<file path="config.mk">
export PLATFORM = sky130hd
export DESIGN_NAME = cpu_addr_alu_seq_flat
export DESIGN_NICKNAME = d
export VERILOG_FILES = /design/src/rtl/cpu_addr_alu_seq_if.sv /design/src/rtl/cpu_addr_alu_seq.sv /design/src/flat_wrapper.sv
export SDC_FILE = /design/constraint.sdc
export NUM_CORES = 1
export LEC_CHECK = 0
export ABC_AREA = 1
export BUFFER_PORTS_ARGS = -buffer_cell sky130_fd_sc_hd__buf_4
export CORE_MARGIN = 5
export CORE_UTILIZATION = 47
export CTS_CLUSTER_DIAMETER = 80
export DETAILED_ROUTE_END_ITERATION = 8
export GPL_ROUTABILITY_DRIVEN = 0
export GPL_TIMING_DRIVEN = 0
export PLACE_DENSITY_LB_ADDON = 0.25
export SLEW_MARGIN = 10
export SYNTH_ARGS = -nofsm -noshare
export SYNTH_HDL_FRONTEND = slang
export SYNTH_SLANG_ARGS = --single-unit
</file>
<file path="constraint.sdc">
create_clock -name clock -period 2.2 [get_ports clock]
set_clock_uncertainty 0.15 [all_clocks]
set_input_delay 0.22 -clock clock [delete_from_list [all_inputs] [get_ports clock]]
set_output_delay 0.22 -clock clock [all_outputs]
set_load 0.02 [all_outputs]
</file>
<file path="src/rtl/cpu_addr_alu_seq_if.sv">
// Request / response / shared-ALU signal bundle for the 16-bit address sequencer.
// The ALU opcode type is shared with the ALU input mux, so it lives in a small package here.
package cpu_alu_pkg;
    typedef enum logic [1:0] {
        ALUOP_HOLD = 2'd0,
        ALUOP_ADD  = 2'd1
    } ctrl_alu_op_t;
endpackage

interface cpu_addr_alu_seq_if;
    import cpu_alu_pkg::*;

    logic               req_valid;
    logic               req_ready;
    logic [1:0]         req_op;
    logic [15:0]        req_base;
    logic [7:0]         req_off;
    ctrl_alu_op_t       alu_op;
    logic [7:0]         alu_src1;
    logic [7:0]         alu_src2;
    logic               alu_src2_inv;
    logic               alu_c_in;
    logic               alu_busy;
    logic [7:0]         alu_out;
    logic               alu_c_out;
    logic               rsp_valid;
    logic               rsp_ready;
    logic [15:0]        rsp_result;
    logic               rsp_page_cross;

    // master: requester side plus the ALU that answers the sequencer's operands
    modport master (
        output req_valid, req_op, req_base, req_off, rsp_ready, alu_out, alu_c_out,
        input  req_ready, alu_op, alu_src1, alu_src2, alu_src2_inv, alu_c_in, alu_busy,
               rsp_valid, rsp_result, rsp_page_cross
    );

    modport slave (
        input  req_valid, req_op, req_base, req_off, rsp_ready, alu_out, alu_c_out,
        output req_ready, alu_op, alu_src1, alu_src2, alu_src2_inv, alu_c_in, alu_busy,
               rsp_valid, rsp_result, rsp_page_cross
    );
endinterface

</file>
<file path="src/rtl/cpu_addr_alu_seq.sv">
// Multi-cycle 16-bit address arithmetic on the shared 8-bit ALU: low byte, optional high
// byte, then a held response. High-byte cycle is skipped when no page cross occurs.
module cpu_addr_alu_seq
    import cpu_alu_pkg::*;
#(
    parameter bit SKIP_NO_CROSS = 1'b1
) (
    input  logic               clock,
    input  logic               reset_n,
    cpu_addr_alu_seq_if.slave  bus
);

    typedef enum logic [1:0] {
        ST_IDLE = 2'd0,
        ST_LO   = 2'd1,
        ST_HI   = 2'd2,
        ST_RESP = 2'd3
    } state_t;

    localparam logic [1:0] OP_ADD_IDX = 2'd0;
    localparam logic [1:0] OP_ADD_REL = 2'd1;
    localparam logic [1:0] OP_INC16   = 2'd2;
    localparam logic [1:0] OP_DEC16   = 2'd3;

    state_t      state_q, state_d;
    logic [1:0]  op_q, op_d;
    logic [15:0] base_q, base_d;
    logic [7:0]  off_q, off_d;
    logic [7:0]  lo_q, lo_d;
    logic [7:0]  hi_q, hi_d;
    logic        cy_q, cy_d;
    logic        cross_q, cross_d;
    logic        hinv;

    always_ff @(posedge clock or negedge reset_n) begin
        if (!reset_n) begin
            state_q <= ST_IDLE;
            op_q    <= 2'd0;
            base_q  <= 16'h0000;
            off_q   <= 8'h00;
            lo_q    <= 8'h00;
            hi_q    <= 8'h00;
            cy_q    <= 1'b0;
            cross_q <= 1'b0;
        end else begin
            state_q <= state_d;
            op_q    <= op_d;
            base_q  <= base_d;
            off_q   <= off_d;
            lo_q    <= lo_d;
            hi_q    <= hi_d;
            cy_q    <= cy_d;
            cross_q <= cross_d;
        end
    end

    // Decrements and negative branch offsets add 0xFF to the high byte, so a missing
    // carry (rather than a present one) is what signals the page change.
    assign hinv = (op_q == OP_DEC16) || ((op_q == OP_ADD_REL) && off_q[7]);

    always_comb begin
        state_d             = state_q;
        op_d                = op_q;
        base_d              = base_q;
        off_d               = off_q;
        lo_d                = lo_q;
        hi_d                = hi_q;
        cy_d                = cy_q;
        cross_d             = cross_q;
        bus.req_ready       = 1'b0;
        bus.rsp_valid       = 1'b0;
        bus.rsp_result      = 16'h0000;
        bus.rsp_page_cross  = 1'b0;
        bus.alu_op          = ALUOP_HOLD;
        bus.alu_src1        = 8'h00;
        bus.alu_src2        = 8'h00;
        bus.alu_src2_inv    = 1'b0;
        bus.alu_c_in        = 1'b0;
        bus.alu_busy        = 1'b0;

        case (state_q)
            ST_IDLE: begin
                bus.req_ready = 1'b1;
                if (bus.req_valid) begin
                    op_d    = bus.req_op;
                    base_d  = bus.req_base;
                    off_d   = bus.req_off;
                    state_d = ST_LO;
                end
            end
            ST_LO: begin
                bus.alu_busy = 1'b1;
                bus.alu_op   = ALUOP_ADD;
                bus.alu_src1 = base_q[7:0];
                case (op_q)
                    OP_ADD_IDX, OP_ADD_REL: bus.alu_src2     = off_q;
                    OP_INC16:               bus.alu_c_in     = 1'b1;
                    OP_DEC16:               bus.alu_src2_inv = 1'b1;
                    default:                bus.alu_src2     = 8'h00;
                endcase
                lo_d    = bus.alu_out;
                cy_d    = bus.alu_c_out;
                cross_d = bus.alu_c_out ^ hinv;
                if (SKIP_NO_CROSS && !cross_d) begin
                    hi_d    = base_q[15:8];
                    state_d = ST_RESP;
                end else begin
                    state_d = ST_HI;
                end
            end
            ST_HI: begin
                bus.alu_busy     = 1'b1;
                bus.alu_op       = ALUOP_ADD;
                bus.alu_src1     = base_q[15:8];
                bus.alu_src2_inv = hinv;
                bus.alu_c_in     = cy_q;
                hi_d             = bus.alu_out;
                state_d          = ST_RESP;
            end
            ST_RESP: begin
                bus.rsp_valid      = 1'b1;
                bus.rsp_result     = {hi_q, lo_q};
                bus.rsp_page_cross = cross_q;
                if (bus.rsp_ready) begin
                    state_d = ST_IDLE;
                end
            end
            default: state_d = ST_IDLE;
        endcase
    end

endmodule

</file>
<file path="src/flat_wrapper.sv">
// flat-port wrapper written by rule: the top's interface ports become plain ports
module cpu_addr_alu_seq_flat import cpu_alu_pkg::*;
#(
    parameter bit SKIP_NO_CROSS = 1'b1
)
  (clock, reset_n, bus_req_valid, bus_req_op, bus_req_base, bus_req_off, bus_rsp_ready, bus_alu_out, bus_alu_c_out, bus_req_ready, bus_alu_op, bus_alu_src1, bus_alu_src2, bus_alu_src2_inv, bus_alu_c_in, bus_alu_busy, bus_rsp_valid, bus_rsp_result, bus_rsp_page_cross);
  cpu_addr_alu_seq_if bus_i ();
  input  logic clock;
  input  logic reset_n;
  input wire logic [$bits(bus_i.req_valid)-1:0] bus_req_valid;
  input wire logic [$bits(bus_i.req_op)-1:0] bus_req_op;
  input wire logic [$bits(bus_i.req_base)-1:0] bus_req_base;
  input wire logic [$bits(bus_i.req_off)-1:0] bus_req_off;
  input wire logic [$bits(bus_i.rsp_ready)-1:0] bus_rsp_ready;
  input wire logic [$bits(bus_i.alu_out)-1:0] bus_alu_out;
  input wire logic [$bits(bus_i.alu_c_out)-1:0] bus_alu_c_out;
  output wire logic [$bits(bus_i.req_ready)-1:0] bus_req_ready;
  output wire logic [$bits(bus_i.alu_op)-1:0] bus_alu_op;
  output wire logic [$bits(bus_i.alu_src1)-1:0] bus_alu_src1;
  output wire logic [$bits(bus_i.alu_src2)-1:0] bus_alu_src2;
  output wire logic [$bits(bus_i.alu_src2_inv)-1:0] bus_alu_src2_inv;
  output wire logic [$bits(bus_i.alu_c_in)-1:0] bus_alu_c_in;
  output wire logic [$bits(bus_i.alu_busy)-1:0] bus_alu_busy;
  output wire logic [$bits(bus_i.rsp_valid)-1:0] bus_rsp_valid;
  output wire logic [$bits(bus_i.rsp_result)-1:0] bus_rsp_result;
  output wire logic [$bits(bus_i.rsp_page_cross)-1:0] bus_rsp_page_cross;
  assign bus_i.req_valid = bus_req_valid;
  assign bus_i.req_op = bus_req_op;
  assign bus_i.req_base = bus_req_base;
  assign bus_i.req_off = bus_req_off;
  assign bus_i.rsp_ready = bus_rsp_ready;
  assign bus_i.alu_out = bus_alu_out;
  assign bus_i.alu_c_out = bus_alu_c_out;
  assign bus_req_ready = bus_i.req_ready;
  assign bus_alu_op = bus_i.alu_op;
  assign bus_alu_src1 = bus_i.alu_src1;
  assign bus_alu_src2 = bus_i.alu_src2;
  assign bus_alu_src2_inv = bus_i.alu_src2_inv;
  assign bus_alu_c_in = bus_i.alu_c_in;
  assign bus_alu_busy = bus_i.alu_busy;
  assign bus_rsp_valid = bus_i.rsp_valid;
  assign bus_rsp_result = bus_i.rsp_result;
  assign bus_rsp_page_cross = bus_i.rsp_page_cross;
  cpu_addr_alu_seq #(.SKIP_NO_CROSS(SKIP_NO_CROSS)) u_core (.clock(clock), .reset_n(reset_n), .bus(bus_i));
endmodule
</file>
==> results of run 1 <==
## Yosys cell counts
master	instances
sky130_fd_sc_hd__nand2_1	79
sky130_fd_sc_hd__dfrtp_1	46
sky130_fd_sc_hd__inv_1	34
sky130_fd_sc_hd__nor2_1	21
sky130_fd_sc_hd__a21oi_1	19
sky130_fd_sc_hd__mux2_2	15
sky130_fd_sc_hd__nand3_1	10
sky130_fd_sc_hd__mux2_4	9
sky130_fd_sc_hd__buf_2	5
sky130_fd_sc_hd__buf_4	5
sky130_fd_sc_hd__ha_1	5
sky130_fd_sc_hd__buf_6	3
sky130_fd_sc_hd__o21ai_0	3
sky130_fd_sc_hd__nand2_4	2
sky130_fd_sc_hd__a211oi_1	1
sky130_fd_sc_hd__a2bb2oi_1	1
sky130_fd_sc_hd__clkbuf_2	1
sky130_fd_sc_hd__conb_1	1
sky130_fd_sc_hd__inv_2	1
sky130_fd_sc_hd__nand2_2	1
sky130_fd_sc_hd__nand3_2	1
sky130_fd_sc_hd__nand3_4	1
sky130_fd_sc_hd__o21a_1	1
sky130_fd_sc_hd__o21ai_2	1
sky130_fd_sc_hd__o22ai_1	1
## where the power goes
| part | switching [W] | internal, W |
|---|---|---|
| Combinational | 0.00159 | 0.00137 |
| Clock | 0.000275 | 0.000364 |
| Sequential | 0.000250 | 0.00128 |
| Total | 0.00212 | 0.00301 |
## kinds of logic (layout without fill, tap and decap cells)
family          count (synthesis)  in the layout  share of synthesized area (%)
mux                            24             24                           12.7
other cells                     1              1                          0.157
compound gates                 27             27                           6.24
simple gates                  115            115                           20.2
flops                          46             46                           48.3
fa+ha+maj                       5              5                           2.62
buf+inv                        49            146                           9.76
## flip-flops by register name, indices dropped and copies added, names as in the netlist
| name | cells |
|---|---|
| u_core.cy_q | 1 |
| u_core.lo_q | 8 |
| u_core.hi_q | 8 |
| u_core.cross_q | 1 |
| u_core.state_q | 2 |
| u_core.off_q | 8 |
| u_core.op_q | 2 |
| u_core.base_q | 16 |
## worst min path at each step
stage	startpoint	endpoint	slack, ps	cells after the start
CTS	bus_req_op[0]	u_core.op_q[0]	0.9	2
floorplan	reset_n	u_core.base_q[0]	-230	0
finish	bus_req_base[0]	u_core.base_q[0]	9	2
global placement	reset_n	u_core.off_q[4]	110	1
detailed placement	reset_n	u_core.off_q[4]	100	1
global route	bus_req_base[6]	u_core.base_q[6]	-0.0001	2
## final cells by class
type	instances	area share, %
Inverter	35	3.93
Sequential cell	46	34.4
Tap cell	70	2.62
Timing Repair Buffer	90	20.9
Buffer	14	3.78
Multi-Input combinational cell	172	31.0
Clock inverter	1	0.898
Clock buffer	6	2.47
## per-stage QoR
stage	instance area, µm²	std cells	setup slack [ps]	total power (W)
2_1_floorplan	2380	267	134	0.00343
3_3_place_gp	3050	414	225	0.00424
3_5_place_dp	3050	414	209	0.00431
4_1_cts	3270	430	0.107	0.00507
5_1_grt	3350	434	-13.2	0.00553
6_report	3350	434	70.7	0.00513
## repair_timing
action | in CTS | in global routing
endpoints found under the setup margin | 18 | 18
hold buffers | 6 | 4
buffers inserted | 3 | 0
gates resized for setup | 4 | 16
hold endpoints to repair | 51 | 4
## placed cells by master (no fill, tap or decap), drive strengths merged, types with 7 or more instances in the layout
master,instances
buf,93
a21oi,19
clkbuf,7
mux2,24
nand2,82
dfrtp,46
dlygate4sd3,10
nor2,21
inv,35
nand3,12
## critical path, delay by kind of cell (launching register included)
family | cells | cell delay [ps]
adders and majority gates | 1 | 290
buffers and inverters | 5 | 630
DFF | 1 | 390
AOI/OAI and AO/OA | 1 | 150
## metal layers
metal | routed length, µm | global-route usage [%]
met5 | 0 | 0
met4 | 36 | 3.55
met3 | 306 | 4.43
met2 | 2650 | 28.5
met1 | 2420 | 23.1
==> reports/qor.json, run 1 <==
{
  "outcome": {"value": "complete, no violations"},
  "worst_hold_path_type": {"value": "in2reg"},
  "antenna_found_initial": {"value": 0},
  "flow.area_growth_from_synthesis": {"value": 40.3, "unit": "%"},
  "clk_transition_reported_paths": {"value": 80, "unit": "ps"},
  "cpPeakStageDelay": {"value": 390, "unit": "ps"},
  "timing_worst_slew_pin_value": {"value": 584, "unit": "ps"},
  "mapped_cell_area": {"value": 2380, "unit": "µm²"},
  "worst_r2r_endpoint": {"value": "u_core.state_q[0]"},
  "worst-endpoint-required": {"value": 1830, "unit": "ps"},
  "clkLatencyLatePin": {"value": 290, "unit": "ps"},
  "gr-total-overflow": {"value": 0},
  "grt_first_pass_wirelength": {"value": 8.91, "unit": "mm"},
  "maxCapViolCount": {"value": 0},
  "final_min_period_over_clock_period": {"value": 96.8, "unit": "%"},
  "slew-limit-headroom": {"value": 61.0, "unit": "%"},
  "grt_setup_unrepaired": {"value": "yes"},
  "timing_hold_violations_final": {"value": 0},
  "r2r_start": {"value": "u_core.state_q[0]"},
  "clkSinkCount": {"value": 46},
  "synth_area_leader_cell": {"value": "sky130_fd_sc_hd__dfrtp_1"},
  "finalMaxSlewViolations": {"value": 0},
  "total_of_warnings_raised_by_yosys": {"value": 0},
  "drive_above_1_share": {"value": 38.7, "unit": "%"},
  "sequential_cell_area": {"value": 1150, "unit": "µm²"},
  "via_count_of_the_first_global_routing_pass": {"value": 1890},
  "share_of_the_synthesized_area_in_the_top_cell_type": {"value": 48.3, "unit": "%"},
  "finish.utilization": {"value": 66.8, "unit": "%"},
  "floorplan.initialDensity": {"value": 47.6, "unit": "%"},
  "maxClockFrequency": {"value": 0.470, "unit": "GHz"},
  "dieHeight": {"value": 81.2, "unit": "µm"},
  "io-pin-count": {"value": 79},
  "floorplan.die.width": {"value": 81.2, "unit": "µm"},
  "crit_top_cell": {"value": "sky130_fd_sc_hd__buf_4"},
  "cts_buffers": {"value": 5},
  "worst_setup_path_endpoint": {"value": "bus_alu_src1[7]"},
  "final.fill_count": {"value": 435},
  "cts_tree": {"value": "done"},
  "timing.setup.tns": {"value": 0, "unit": "ps"},
  "timing.critical_path.slowest_stage_cell": {"value": "sky130_fd_sc_hd__dfrtp_1"},
  "r2r_setup_slack": {"value": 590, "unit": "ps"},
  "detail-route-antenna-nets": {"value": 0},
  "synth_sequential_area_ratio": {"value": 48.3, "unit": "%"},
  "grt.total_usage": {"value": 17.3, "unit": "%"},
  "detail_route.wirelength": {"value": 5.41, "unit": "mm"},
  "synth_nets": {"value": 311},
  "vdd_drop_max": {"value": 887, "unit": "µV"},
  "synth_top_cells_by_area": {"value": "sky130_fd_sc_hd__dfrtp_1, sky130_fd_sc_hd__nand2_1, sky130_fd_sc_hd__mux2_2, sky130_fd_sc_hd__mux2_4, sky130_fd_sc_hd__inv_1"},
  "worstSetupStartpoint": {"value": "u_core.state_q[1]"},
  "dp_hpwl": {"value": 3.97, "unit": "mm"},
  "synth_area_per_cell": {"value": 8.93, "unit": "µm²"},
  "leakagePower": {"value": 1.86, "unit": "nW"},
  "route.detailed.drc": {"value": 0},
  "final_net_count": {"value": 408},
  "holdWs": {"value": 8.84, "unit": "ps"},
  "fin_crit": {"value": 2130, "unit": "ps"},
  "io_buffer_count": {"value": 77},
  "cp_cell_sequence": {"value": "inv_2 > ha_4 > buf_6 > inv_1 > buf_4 > a21oi_1 > buf_4"},
  "post_synth_inst_count": {"value": 267},
  "n_antenna_cell": {"value": 0},
  "type_of_element_capturing_the_critical_path": {"value": "output pin"},
  "clock_tree.buffer_depth": {"value": 2},
  "placementRows": {"value": 26},
  "r2r_cells": {"value": 8},
  "root_buf_cell": {"value": "sky130_fd_sc_hd__clkbuf_8"},
  "crit_path_max_fanout": {"value": 10},
  "cts.htree.levels": {"value": 2},
  "worst_ep_arrival_time": {"value": 1760, "unit": "ps"},
  "setup-violations-final": {"value": 0},
  "dr_total_vias": {"value": 1956},
  "detail_route.wl_per_cell": {"value": 12.5, "unit": "µm"},
  "floorplan.core_area": {"value": 5010, "unit": "µm²"},
  "cellPowerDensity": {"value": 1530, "unit": "nW/µm²"},
  "multi_input_area": {"value": 1040, "unit": "µm²"},
  "timing.critical_path.from_type": {"value": "register"},
  "grt_max_degree": {"value": 47},
  "worstSetupPathType": {"value": "reg2out"},
  "route.detailed.vias_per_inst": {"value": 4.51},
  "ys_ff_latch": {"value": 46},
  "drt_pass1_iterations": {"value": 4},
  "synth_cell_types": {"value": 25},
  "design.die.area": {"value": 6600, "unit": "µm²"},
  "detailedRoute.firstIterationViolations": {"value": 70}
}
Power figures use the tool's default switching activity.
==> run 2: changes to the inputs <==
--- a/config.mk
+++ b/config.mk
@@ -8,11 +8,12 @@
 export ABC_AREA = 1
 export BUFFER_PORTS_ARGS = -buffer_cell sky130_fd_sc_hd__buf_4
 export CORE_MARGIN = 5
-export CORE_UTILIZATION = 47
+export CORE_UTILIZATION = 45
 export CTS_CLUSTER_DIAMETER = 80
 export DETAILED_ROUTE_END_ITERATION = 8
 export GPL_ROUTABILITY_DRIVEN = 0
 export GPL_TIMING_DRIVEN = 0
+export HOLD_SLACK_MARGIN = 0.05
 export PLACE_DENSITY_LB_ADDON = 0.25
 export SLEW_MARGIN = 10
 export SYNTH_ARGS = -nofsm -noshare
==> constraint.sdc (replaced) <==
create_clock -name clock -period 1.8 [get_ports clock]
set_clock_uncertainty 0.15 [all_clocks]
set_input_delay 0.18 -clock clock [delete_from_list [all_inputs] [get_ports clock]]
set_output_delay 0.18 -clock clock [all_outputs]
set_load 0.02 [all_outputs]
==> run 2 against run 1 <==
Effect of this change:
- the flow now finishes with violations (setup timing)
- worst hold slack improved by 92 ps
- cell count is 8.8% higher
- register-to-register slack worse by 520 ps
- die area grew 3.9%
- combinational power grew 83%
- core utilization increased by 16 points
- power grew 60%
- count of clock-buffer cells in the layout unchanged
- critical path depth down 1
- critical path type unchanged
==> reports/qor.json, run 2 (synthesis results as in run 1) <==
{
  "cts_buffers": {"value": 5, "change": "unchanged"},
  "drt_pass1_iterations": {"value": 4, "change": "unchanged"},
  "regMostFlops": {"value": "u_core.base_q"},
  "detail_route.wirelength": {"value": 7.21, "unit": "mm", "change": "+33%"},
  "report.power.total": {"value": 0.00818, "unit": "W", "change": "+60%"},
  "route.detailed.drc": {"value": 0, "change": "unchanged"},
  "placementRows": {"value": 26, "change": "unchanged"},
  "cts.htree.levels": {"value": 2, "change": "unchanged"},
  "worstSetupPathType": {"value": "reg2out"},
  "outcome": {"value": "finished with violations"},
  "grt_max_degree": {"value": 47, "change": "unchanged"},
  "timing.hold.worst_path_depth": {"value": 3, "change": "+1"},
  "clock_tree.buffer_depth": {"value": 2, "change": "unchanged"},
  "io_buffer_count": {"value": 77, "change": "unchanged"},
  "n_antenna_cell": {"value": 0, "change": "unchanged"},
  "cellPowerDensity": {"value": 1920, "unit": "nW/µm²", "change": "+25%"},
  "final_net_count": {"value": 446, "change": "+9.3%"},
  "maxClockFrequency": {"value": 0.528, "unit": "GHz"},
  "vdd_drop_max": {"value": 1110, "unit": "µV", "change": "+25%"},
  "layout_setup_ws": {"value": -93.7, "unit": "ps", "change": "-164 ps"},
  "grt.total_usage": {"value": 22.6, "unit": "%", "change": "+5.4 points"},
  "grt_first_pass_wirelength": {"value": 11.5, "unit": "mm", "change": "+30%"},
  "final_cell_count_no_fill": {"value": 472, "change": "+8.8%"},
  "finalMaxSlewViolations": {"value": 0, "change": "unchanged"},
  "floorplan.initialDensity": {"value": 46.4, "unit": "%", "change": "-1.2 points"},
  "dieHeight": {"value": 82.8, "unit": "µm", "change": "+1.9%"},
  "worst_ep_arrival_time": {"value": 1560, "unit": "ps", "change": "-200 ps"},
  "maxCapViolCount": {"value": 0, "change": "unchanged"},
  "final_min_period_over_clock_period": {"value": 105, "unit": "%"},
  "detailedRoute.firstIterationViolations": {"value": 100, "change": "+43%"},
  "dr_total_vias": {"value": 2252, "change": "+15%"},
  "worst_hold_path_type": {"value": "in2reg"},
  "crit_path_max_fanout": {"value": 8, "change": "-2"},
  "dp_hpwl": {"value": 4.06, "unit": "mm", "change": "+2.4%"},
  "route.detailed.vias_per_inst": {"value": 4.77, "change": "+5.9%"},
  "root_buf_cell": {"value": "sky130_fd_sc_hd__clkbuf_8"},
  "detail_route.wl_per_cell": {"value": 15.3, "unit": "µm", "change": "+23%"},
  "grt_setup_unrepaired": {"value": "yes"},
  "design.die.area": {"value": 6860, "unit": "µm²", "change": "+3.9%"},
  "finish.utilization": {"value": 83.1, "unit": "%", "change": "+16 points"},
  "multi_input_area": {"value": 1370, "unit": "µm²", "change": "+32%"},
  "cts_tree": {"value": "done"},
  "slew-limit-headroom": {"value": 61.0, "unit": "%", "change": "-0.075 points"},
  "timing_worst_slew_pin_value": {"value": 585, "unit": "ps", "change": "+1.13 ps"},
  "type_of_element_capturing_the_critical_path": {"value": "output pin"},
  "timing.setup.tns": {"value": -1200, "unit": "ps", "change": "-1200 ps"},
  "violations_in_the_final_reports": {"value": "setup timing"},
  "layout_commonest_cell": {"value": "sky130_fd_sc_hd__buf_4"},
  "gr-total-overflow": {"value": 0, "change": "unchanged"},
  "drive_above_1_share": {"value": 47.5, "unit": "%", "change": "+8.8 points"},
  "clkSinkCount": {"value": 46, "change": "unchanged"},
  "detail-route-antenna-nets": {"value": 0, "change": "unchanged"},
  "largest_register_ff_count": {"value": 16, "change": "unchanged"},
  "worst-endpoint-required": {"value": 1470, "unit": "ps", "change": "-360 ps"},
  "sequential_cell_area": {"value": 1150, "unit": "µm²", "change": "unchanged"},
  "placedCellCount": {"value": 414, "change": "unchanged"},
  "timing.critical_path.from_type": {"value": "register"},
  "timing_hold_violations_final": {"value": 0, "change": "unchanged"},
  "clkLatencyLatePin": {"value": 300, "unit": "ps", "change": "about the same"},
  "antenna_found_initial": {"value": 0, "change": "unchanged"},
  "floorplan.die.width": {"value": 82.8, "unit": "µm", "change": "+1.9%"},
  "r2r_cells": {"value": 6, "change": "-2"},
  "flow.area_growth_from_synthesis": {"value": 79.0, "unit": "%"},
  "floorplan.core_area": {"value": 5140, "unit": "µm²", "change": "+2.6%"},
  "setup-violations-final": {"value": 18, "change": "+18"},
  "fin_crit": {"value": 1890, "unit": "ps"},
  "io-pin-count": {"value": 79, "change": "unchanged"},
  "clk_transition_reported_paths": {"value": 80, "unit": "ps", "change": "about the same"},
  "final.fill_count": {"value": 294, "change": "-32%"},
  "via_count_of_the_first_global_routing_pass": {"value": 2290, "change": "+21%"},
  "layout.cells.most_common_list": {"value": "sky130_fd_sc_hd__buf_4, sky130_fd_sc_hd__nand2_1, sky130_fd_sc_hd__dfrtp_1"},
  "leakagePower": {"value": 2.21, "unit": "nW", "change": "+19%"}
}
[run 2: changes by cell type in the layout (fill, tap and decap cells not counted), moves of 14 or more]
cell	change
sky130_fd_sc_hd__buf_4	-22
sky130_fd_sc_hd__buf_6	+27
sky130_fd_sc_hd__dlygate4sd3_1	+26
sky130_fd_sc_hd__nand2_1	-19
sky130_fd_sc_hd__nand2_4	+14
[run 2: per-stage QoR]
| stage | area (µm²) | setup slack (ps) | hold slack, ps |
|---|---|---|---|
| detailed placement | 3170 | -140 | 66.0 |
| CTS | 4120 | -123 | 62.9 |
| global placement | 3170 | -126 | 66.5 |
| global route | 4270 | -172 | 89.5 |
| finish | 4270 | -93.7 | 101 |
| floorplan | 2500 | 32.9 | -266 |
[run 2: routing by layer]
| layer | track usage [%] | up-vias | routed length [µm] |
|---|---|---|---|
| li1 | - | 1101 | - |
| met1 | 28.2 | 1071 | 2880 |
| met2 | 39.7 | 73 | 3910 |
| met3 | 4.54 | 7 | 329 |
| met4 | 6.37 | 0 | 94 |
| met5 | 0 | - | 0 |
[run 2: report_power, final]
part	total, W	internal (W)	switching, W	leakage (nW)
clock network	0.000784	0.000444	0.000340	0.0573
logic	0.00541	0.00269	0.00272	1.61
registers	0.00199	0.00156	0.000430	0.535
total	0.00818	0.00470	0.00349	2.21
[run 2: worst max-delay path: stages (launching register included)]
cell                      delay (ps)
sky130_fd_sc_hd__dfrtp_1         400
sky130_fd_sc_hd__inv_2           120
sky130_fd_sc_hd__ha_4            230
sky130_fd_sc_hd__buf_12          170
sky130_fd_sc_hd__nand2_4          60
sky130_fd_sc_hd__a21oi_4         140
sky130_fd_sc_hd__buf_6           130
[run 2: path summary, 6_finish.rpt]
kind | start | end | slack [ps]
min in group asynchronous | reset_n | u_core.off_q[4] | 290
hold / removal | bus_alu_c_out | u_core.cy_q | 100
hold reg to reg | u_core.hi_q[7] | u_core.hi_q[7] | 340
setup / recovery | u_core.state_q[1] | bus_alu_src1[6] | -90
setup reg to reg | u_core.state_q[1] | u_core.lo_q[5] | 70
max in group asynchronous | reset_n | u_core.lo_q[5] | 800
[run 2: area by class of cell]
type / instances / share of cell area (%)
inverter: 35 / 3.31
timing repair buffer: 133 / 30.0
clock inverter: 1 / 0.703
clock buffer: 6 / 1.93
buffer: 9 / 2.93
tap: 70 / 2.05
multi-input combinational: 172 / 32.2
sequential: 46 / 27.0
[run 2: timing repair]
item / in CTS / in global routing
hold buffers: 36 / 0
setup endpoints to repair: 29 / 44
gates resized for setup: 91 / 32
pin swaps: 13 / 6
hold endpoints to repair: 81 / 0
cloned: 2 / 1
buffers inserted: 12 / 5
